--- config.mk ---
export PLATFORM = sky130hd
export DESIGN_NAME = regfile_write_arbiter
export DESIGN_NICKNAME = d
export VERILOG_FILES = /design/src/rtl/regfile_pkg.sv /design/src/rtl/regwr_starve_ctr.sv /design/src/rtl/regfile_write_arbiter.sv
export SDC_FILE = /design/constraint.sdc
export NUM_CORES = 1
export LEC_CHECK = 0
export CORE_AREA = 2 2 87 89
export DETAILED_ROUTE_END_ITERATION = 16
export DIE_AREA = 0 0 89 91
export PLACE_DENSITY = 0.81
export SKIP_CTS_REPAIR_TIMING = 1
export SLEW_MARGIN = 20
export SYNTH_ARGS = -nofsm -noshare
export SYNTH_HDL_FRONTEND = slang
export SYNTH_SLANG_ARGS = --single-unit
export TNS_END_PERCENT = 1
--- constraint.sdc ---
create_clock -name CLK -period 1.99 [get_ports CLK]
set_input_delay 0.2985 -clock CLK [delete_from_list [all_inputs] [get_ports CLK]]
set_output_delay 0.2985 -clock CLK [all_outputs]
set_load 0.01 [all_outputs]
--- src/rtl/regfile_pkg.sv ---
// Shared widths, the R15 redirect address and FSM state encoding for the
// register-file write arbiter.
package regfile_pkg;

  localparam int ADDR_WIDTH  = 4;
  localparam int DATA_WIDTH  = 32;
  localparam int PC_REG_ADDR = 15;

  typedef enum logic [1:0] {
    ST_IDLE  = 2'd0,
    ST_WRITE = 2'd1,
    ST_PC    = 2'd2
  } state_t;

endpackage

--- src/rtl/regwr_starve_ctr.sv ---
// Counts consecutive A wins while B is waiting; requests a forced B grant
// once the count reaches STARVE_LIMIT. Used only with REGWR_ARB_STARVE_EN.
module regwr_starve_ctr #(
  parameter int STARVE_LIMIT = 4
) (
  input  logic CLK,
  input  logic RST_N,
  input  logic i_a_grant,
  input  logic i_b_valid,
  input  logic i_b_grant,
  output logic o_force_b
);
  import regfile_pkg::*;

  localparam int CW = (STARVE_LIMIT < 1) ? 1 : $clog2(STARVE_LIMIT + 1);
  localparam logic [CW-1:0] LIMIT = CW'(STARVE_LIMIT);

  logic [CW-1:0] r_cnt;

  // Never exceeds LIMIT: reaching it forces a B grant, which clears it.
  always_ff @(posedge CLK or negedge RST_N) begin
    if (!RST_N) begin
      r_cnt <= '0;
    end else if (i_a_grant && i_b_valid) begin
      r_cnt <= r_cnt + 1'b1;
    end else if (i_b_grant || !i_b_valid) begin
      r_cnt <= '0;
    end
  end

  assign o_force_b = i_b_valid && (r_cnt == LIMIT);

endmodule

--- src/rtl/regfile_write_arbiter.sv ---
// Two-requester register-file write arbiter (A = ALU, B = load) with an R15
// redirect path. Define REGWR_ARB_STARVE_EN to enable B anti-starvation.
module regfile_write_arbiter #(
  parameter int ADDR_WIDTH   = regfile_pkg::ADDR_WIDTH,
  parameter int DATA_WIDTH   = regfile_pkg::DATA_WIDTH,
  parameter int STARVE_LIMIT = 4
) (
  input  logic                  CLK,
  input  logic                  RST_N,
  input  logic                  A_VALID,
  input  logic [ADDR_WIDTH-1:0] A_ADDR,
  input  logic [DATA_WIDTH-1:0] A_DATA,
  output logic                  A_READY,
  input  logic                  B_VALID,
  input  logic [ADDR_WIDTH-1:0] B_ADDR,
  input  logic [DATA_WIDTH-1:0] B_DATA,
  output logic                  B_READY,
  output logic [ADDR_WIDTH-1:0] RW,
  output logic [DATA_WIDTH-1:0] PW,
  output logic                  LE,
  output logic                  PC_LOAD,
  output logic [DATA_WIDTH-1:0] PC_VALUE
);
  import regfile_pkg::*;

  localparam logic [ADDR_WIDTH-1:0] PC_ADDR = ADDR_WIDTH'(PC_REG_ADDR);

  state_t                r_state;
  state_t                w_next_state;
  logic [ADDR_WIDTH-1:0] r_rw;
  logic [DATA_WIDTH-1:0] r_pw;
  logic [DATA_WIDTH-1:0] r_pc_value;

  logic                  w_force_b;
  logic                  w_a_grant;
  logic                  w_b_grant;
  logic                  w_any_grant;
  logic                  w_is_pc;
  logic [ADDR_WIDTH-1:0] w_sel_addr;
  logic [DATA_WIDTH-1:0] w_sel_data;

`ifdef REGWR_ARB_STARVE_EN
  regwr_starve_ctr #(
    .STARVE_LIMIT(STARVE_LIMIT)
  ) u_starve_ctr (
    .CLK       (CLK),
    .RST_N     (RST_N),
    .i_a_grant (w_a_grant),
    .i_b_valid (B_VALID),
    .i_b_grant (w_b_grant),
    .o_force_b (w_force_b)
  );
`else
  assign w_force_b = 1'b0;
`endif

  // A has priority unless B has been starved long enough to be forced.
  assign A_READY = A_VALID & ~w_force_b;
  assign B_READY = B_VALID & (~A_VALID | w_force_b);

  assign w_a_grant   = A_READY;
  assign w_b_grant   = B_READY;
  assign w_any_grant = w_a_grant | w_b_grant;
  assign w_sel_addr  = w_a_grant ? A_ADDR : B_ADDR;
  assign w_sel_data  = w_a_grant ? A_DATA : B_DATA;
  assign w_is_pc     = (w_sel_addr == PC_ADDR);

  always_comb begin
    w_next_state = ST_IDLE;
    if (w_any_grant) begin
      w_next_state = w_is_pc ? ST_PC : ST_WRITE;
    end
  end

  // Accepted request is presented for exactly one cycle; R15 goes to the PC path.
  always_ff @(posedge CLK or negedge RST_N) begin
    if (!RST_N) begin
      r_state    <= ST_IDLE;
      r_rw       <= '0;
      r_pw       <= '0;
      r_pc_value <= '0;
    end else begin
      r_state <= w_next_state;
      if (w_any_grant && !w_is_pc) begin
        r_rw <= w_sel_addr;
        r_pw <= w_sel_data;
      end
      if (w_any_grant && w_is_pc) begin
        r_pc_value <= w_sel_data;
      end
    end
  end

  assign LE       = (r_state == ST_WRITE);
  assign PC_LOAD  = (r_state == ST_PC);
  assign RW       = r_rw;
  assign PW       = r_pw;
  assign PC_VALUE = r_pc_value;

endmodule
Word-level counts from Yosys, hierarchy flattened
Index checks and enable logic that the tools add are counted. W data, S select, Z words.

Bits in registers: 70. Input port bits: 76. Output and inout bits: 72. Logic and storage cells: 17.

Eq/ne operators: 3. Mux-type cells: 4. Bitwise logic cells: 3. Reduce and logical (&&, ||, !) cells: 3.

Operators with widths (number): $mux W32 (1); $eq A4 B4 Y1 const B (1); $mux W2 (2); $mux W4 (1); $eq A2 B1 Y1 const B (1); $eq A2 B2 Y1 const B (1); $logic_and A1 B1 Y1 (2); $and A1 B1 Y1 (1); $logic_not A1 Y1 (1); $not A1 Y1 (1); $or A1 B1 Y1 (1).

Depth between registers and ports, before layout
Depth after elaboration: 4. Gate-level depth with buffers: 7. Gate-level depth less buffers: 4.

Worst setup path before layout
No wires, ideal clock.

Kind: input port to flip-flop. Start point: input B_ADDR[3]. End point: register r_pw[15], in the netlist PW[15]. Library setup time: 0.125 ns. Arrival: 1.158 ns. Required time: 1.865 ns. Slack: 0.707 ns. Cell stages on the path: 6. Buffers on the path: 2. Path through: nand4_1 a21oi_2 or2_1 buf_4 buf_6 o21ai_2.

Word-level cells in the longest chain between the ends: 4.

Ends and longest elaborated chain: from (decl) (RTL line regfile_write_arbiter.sv:15) `input logic [ADDR_WIDTH-1:0] B_ADDR,`; $mux W4 (RTL line regfile_write_arbiter.sv:64) `assign w_sel_addr = w_a_grant ? A_ADDR : B_ADDR;`; $eq A4 B4 Y1 (RTL line regfile_write_arbiter.sv:66) `assign w_is_pc = (w_sel_addr == PC_ADDR);`; $logic_not A1 Y1 (RTL line regfile_write_arbiter.sv:84) `if (w_any_grant && !w_is_pc) begin`; $logic_and A1 B1 Y1 (RTL line regfile_write_arbiter.sv:84); to (signal assigned) (RTL line regfile_write_arbiter.sv:86) `r_pw <= w_sel_data;`; to (decl) (RTL line regfile_write_arbiter.sv:31) `logic [DATA_WIDTH-1:0] r_pw;`.

Every way passes these cells. A chain may end at the register's enable or synchronous reset.

Worst setup path in the final report
Start point: input B_VALID. End point: output B_READY.

Word-level cells in the longest chain between the ends: 1.

Ends and longest elaborated chain: from (decl) (RTL line regfile_write_arbiter.sv:14) `input logic B_VALID,`; $and A1 B1 Y1 (RTL line regfile_write_arbiter.sv:59) `assign B_READY = B_VALID & (~A_VALID | w_force_b);`; to (decl) (RTL line regfile_write_arbiter.sv:17) `output logic B_READY,`.

Every way passes these cells.

==> summary.txt <==
outcome: finished, final reports clean
DIE HEIGHT: 91 µm
Sinks on Clock Net: 70
dominant cell type by count on the critical path: sky130_fd_sc_hd__clkdlybuf4s50_1
core outline area: 7137 µm²
pins over their slew limit: 0
DR vias: 2,614
Critical Path, Cell by Cell: clkdlybuf4s50_1 -> nand2b_4 -> inv_1 -> clkdlybuf4s50_1
std cell rows: 31
combined area of all synthesized cells: 3094 µm²
detailed-route wire length per cell: 15.33 µm
crit path kind: input port to output pin
cell internal pwr: 3.254 mW
most area-hungry cell type in the Yosys netlist: sky130_fd_sc_hd__dfrtp_1
GPL Wtd Cong: 0.7439
worst skew pair latency: 0.32 ns
data arrival at the endpoint of the critical path: 1.52 ns
drt first pass iters: 4
DRT iter0 DRCs: 118
number of fill cells in the layout: 592
Tightest Hold Check Type: input port to register
maximum net fanout on the critical path: 4
switching part of the total: 26.65%
final number of setup-violating endpoints: 0
Final Instance Count excl. Fillers: 528
port buffer count: 147
Ys Warns: 0
largest stage delay on the critical path: 0.56 ns
Max Clock Skew: 0 ns
clock tree from TritonCTS: built
total of max-cap violations: 0
synth cell count leaders: sky130_fd_sc_hd__dfrtp_1 (70), sky130_fd_sc_hd__o21ai_0 (39), sky130_fd_sc_hd__mux2i_1 (33)
Buf/Inv on CP: 3
area after detailed placement: 4646 µm²
number of nets at the end of the flow: 500
actual slew at the worst max-slew pin: 0.3920 ns
share of flip-flops with an asynchronous set or reset after synthesis: 100.0%
part of the power in registers: 41.0%
global-route congestion overflow total: 0
Seq/Total Area, Yosys: 56.61%
WL final: 8095 µm
Data required, critical path: 1.69 ns
largest net degree at the start of global routing: 71
wire length of the first global-routing pass: 12,920 µm
number of flops mapped to enable cells by yosys: 0
leakage power total: 2.034 nW
Syn Inst Count: 277
Period Utilization, post-route: 91.52%
post-route standard cell area excluding fillers: 4890 µm²
Mapped Nets: 353
count of different cell masters after synthesis: 22
accumulated negative setup slack: 0 ns
detailed-route DRC error count: 0
initial antenna violation count: 0
VDD IR-drop max: 0.4959 mV
#FFs+latches synth: 70
global router's overall resource usage: 20.65%
time the worst path needs with I/O delays and setup: 1.821 ns
category of the worst setup path launch point: input port
number of global-route vias before repair: 2,653
Syn-to-layout area delta: 58.03%
Mapped Avg Cell Area: 11.17 µm²
register clock-pin slew on the reported worst setup and hold paths: 0.06 ns
clock buffer count from CTS: 9
number of placed instances, taps included: 511
top-level port count: 148
top flip-flop cell by instance count after synthesis: sky130_fd_sc_hd__dfrtp_1
estimated wirelength of the detail-placed design: 5786 µm
Sw Pwr: 1.182 mW
portion of synthesized cell area occupied by the leading cell type: 56.61%
RSZ-0062 raised after global routing: false
endpoint class of the critical path: output pin
final-report hold violation count: 0
number of H-tree branching levels: 3
Die ar.: 8099 µm²
largest cells by area after synthesis: sky130_fd_sc_hd__dfrtp_1 (57%), sky130_fd_sc_hd__mux2i_1 (11%), sky130_fd_sc_hd__o21ai_0 (6.3%)
clock root buffer: sky130_fd_sc_hd__clkbuf_8
starting utilization of the core area: 43.36%
diodes inserted: 0
cell type of the slowest stage on the worst timing path: sky130_fd_sc_hd__clkdlybuf4s50_1
relative contribution of the clock network to total power: 29.4%
worst slew slack as a fraction of its limit: 73.86%
antenna violation net count after detailed routing: 0
top achievable clock speed: 549.1 MHz
worst-case hold slack: 0.4668 ns
P per Cell Area: 907.3 nW/µm²
combinational group share of total power: 29.6%
DIE WIDTH: 89 µm
cell family with most CP delay: buffers and inverters
maximum clock insertion buffer count: 2
cell with the most instances after synthesis: sky130_fd_sc_hd__dfrtp_1
ratio of cells with drive above 1 in the final layout: 13.52%
vias per std cell: 4.951
==> sequential cells by signal (all words and copies together), names as in the netlist <==
name      flops
PC_VALUE     32
PW           32
r_state       2
RW            4
==> logic make-up (layout without fill, tap and decap cells) <==
| group | after synthesis | count (layout) | share of synthesized area, % |
|---|---|---|---|
| multiplexers | 33 | 33 | 10.68 |
| AO/OA/AOI/OAI | 105 | 105 | 20.70 |
| buffers and inverters | 29 | 181 | 6.227 |
| AND/OR/NAND/NOR | 40 | 40 | 5.783 |
| flip-flops | 70 | 70 | 56.61 |
==> layer usage <==
metal / vias to the layer above / GRT usage [%] / wire length [µm]
li1: 1254 / - / -
met1: 1256 / 26.01 / 3237
met2: 93 / 33.96 / 4137
met3: 11 / 5.455 / 586
met4: 0 / 7.338 / 133
met5: - / 0 / 0
==> cell usage in the layout (no fill, tap or decap), types with 4 or more instances in the layout <==
master	synthesis	layout
sky130_fd_sc_hd__a21oi_2	20	20
sky130_fd_sc_hd__o21ai_1	20	20
sky130_fd_sc_hd__mux2i_1	33	33
sky130_fd_sc_hd__buf_4	3	6
sky130_fd_sc_hd__clkdlybuf4s50_1	0	145
sky130_fd_sc_hd__o21ai_0	39	39
sky130_fd_sc_hd__inv_1	7	7
sky130_fd_sc_hd__nor2_1	32	32
sky130_fd_sc_hd__clkbuf_8	0	12
sky130_fd_sc_hd__buf_12	0	4
sky130_fd_sc_hd__o21ai_2	7	7
sky130_fd_sc_hd__a21oi_1	15	15
sky130_fd_sc_hd__dfrtp_1	70	70
==> worst register-to-register path: stages (launching register included) <==
cell and delay [ns]:
sky130_fd_sc_hd__dfrtp_1 0.35, sky130_fd_sc_hd__inv_1 0.04, sky130_fd_sc_hd__a221oi_1 0.24
==> layout make-up <==
class	count	area (µm²)	area share [%]
clock buffer	13	168.9	3.454
clock inverter	3	65.06	1.331
inverter	7	26.28	0.5374
multi-input combinational	178	1157	23.67
sequential	70	1752	35.82
tap	99	123.9	2.533
timing repair buffer	158	1597	32.65
==> power by group through the flow <==
stage	sequential, mW	combinational, mW	clock [mW]
3_3_place_gp	1.83	1.30	0
4_1_cts	1.82	1.33	1.34
3_5_place_dp	1.85	1.33	0
2_1_floorplan	1.97	0.381	0
6_report	1.82	1.31	1.30
5_1_grt	1.85	1.42	1.42
==> path summary, 6_finish.rpt <==
path / startpoint / end / slack [ns] / depth (start not counted)
setup / recovery: B_VALID / B_READY / 0.17 / 4
hold / removal: A_VALID / RW[1] / 0.47 / 4
setup reg to reg: RW[0] / RW[0] / 1.26 / 2
hold reg to reg: PW[28] / PW[28] / 0.51 / 2
max in group asynchronous: RST_N / PW[11] / 1.14 / 3
min in group asynchronous: RST_N / PC_VALUE[30] / 0.53 / 3
==> metrics by stage <==
stage	utilization, %	setup slack [ns]	power [mW]
floorplan	-	0.7070	2.347
global placement	65.09	0.1705	3.127
detailed placement	65.09	0.1366	3.176
CTS	68.37	0.1648	4.496
global route	68.51	0.09562	4.687
finish	68.51	0.1688	4.437
Note: power is estimated with default switching activity, not from simulation.
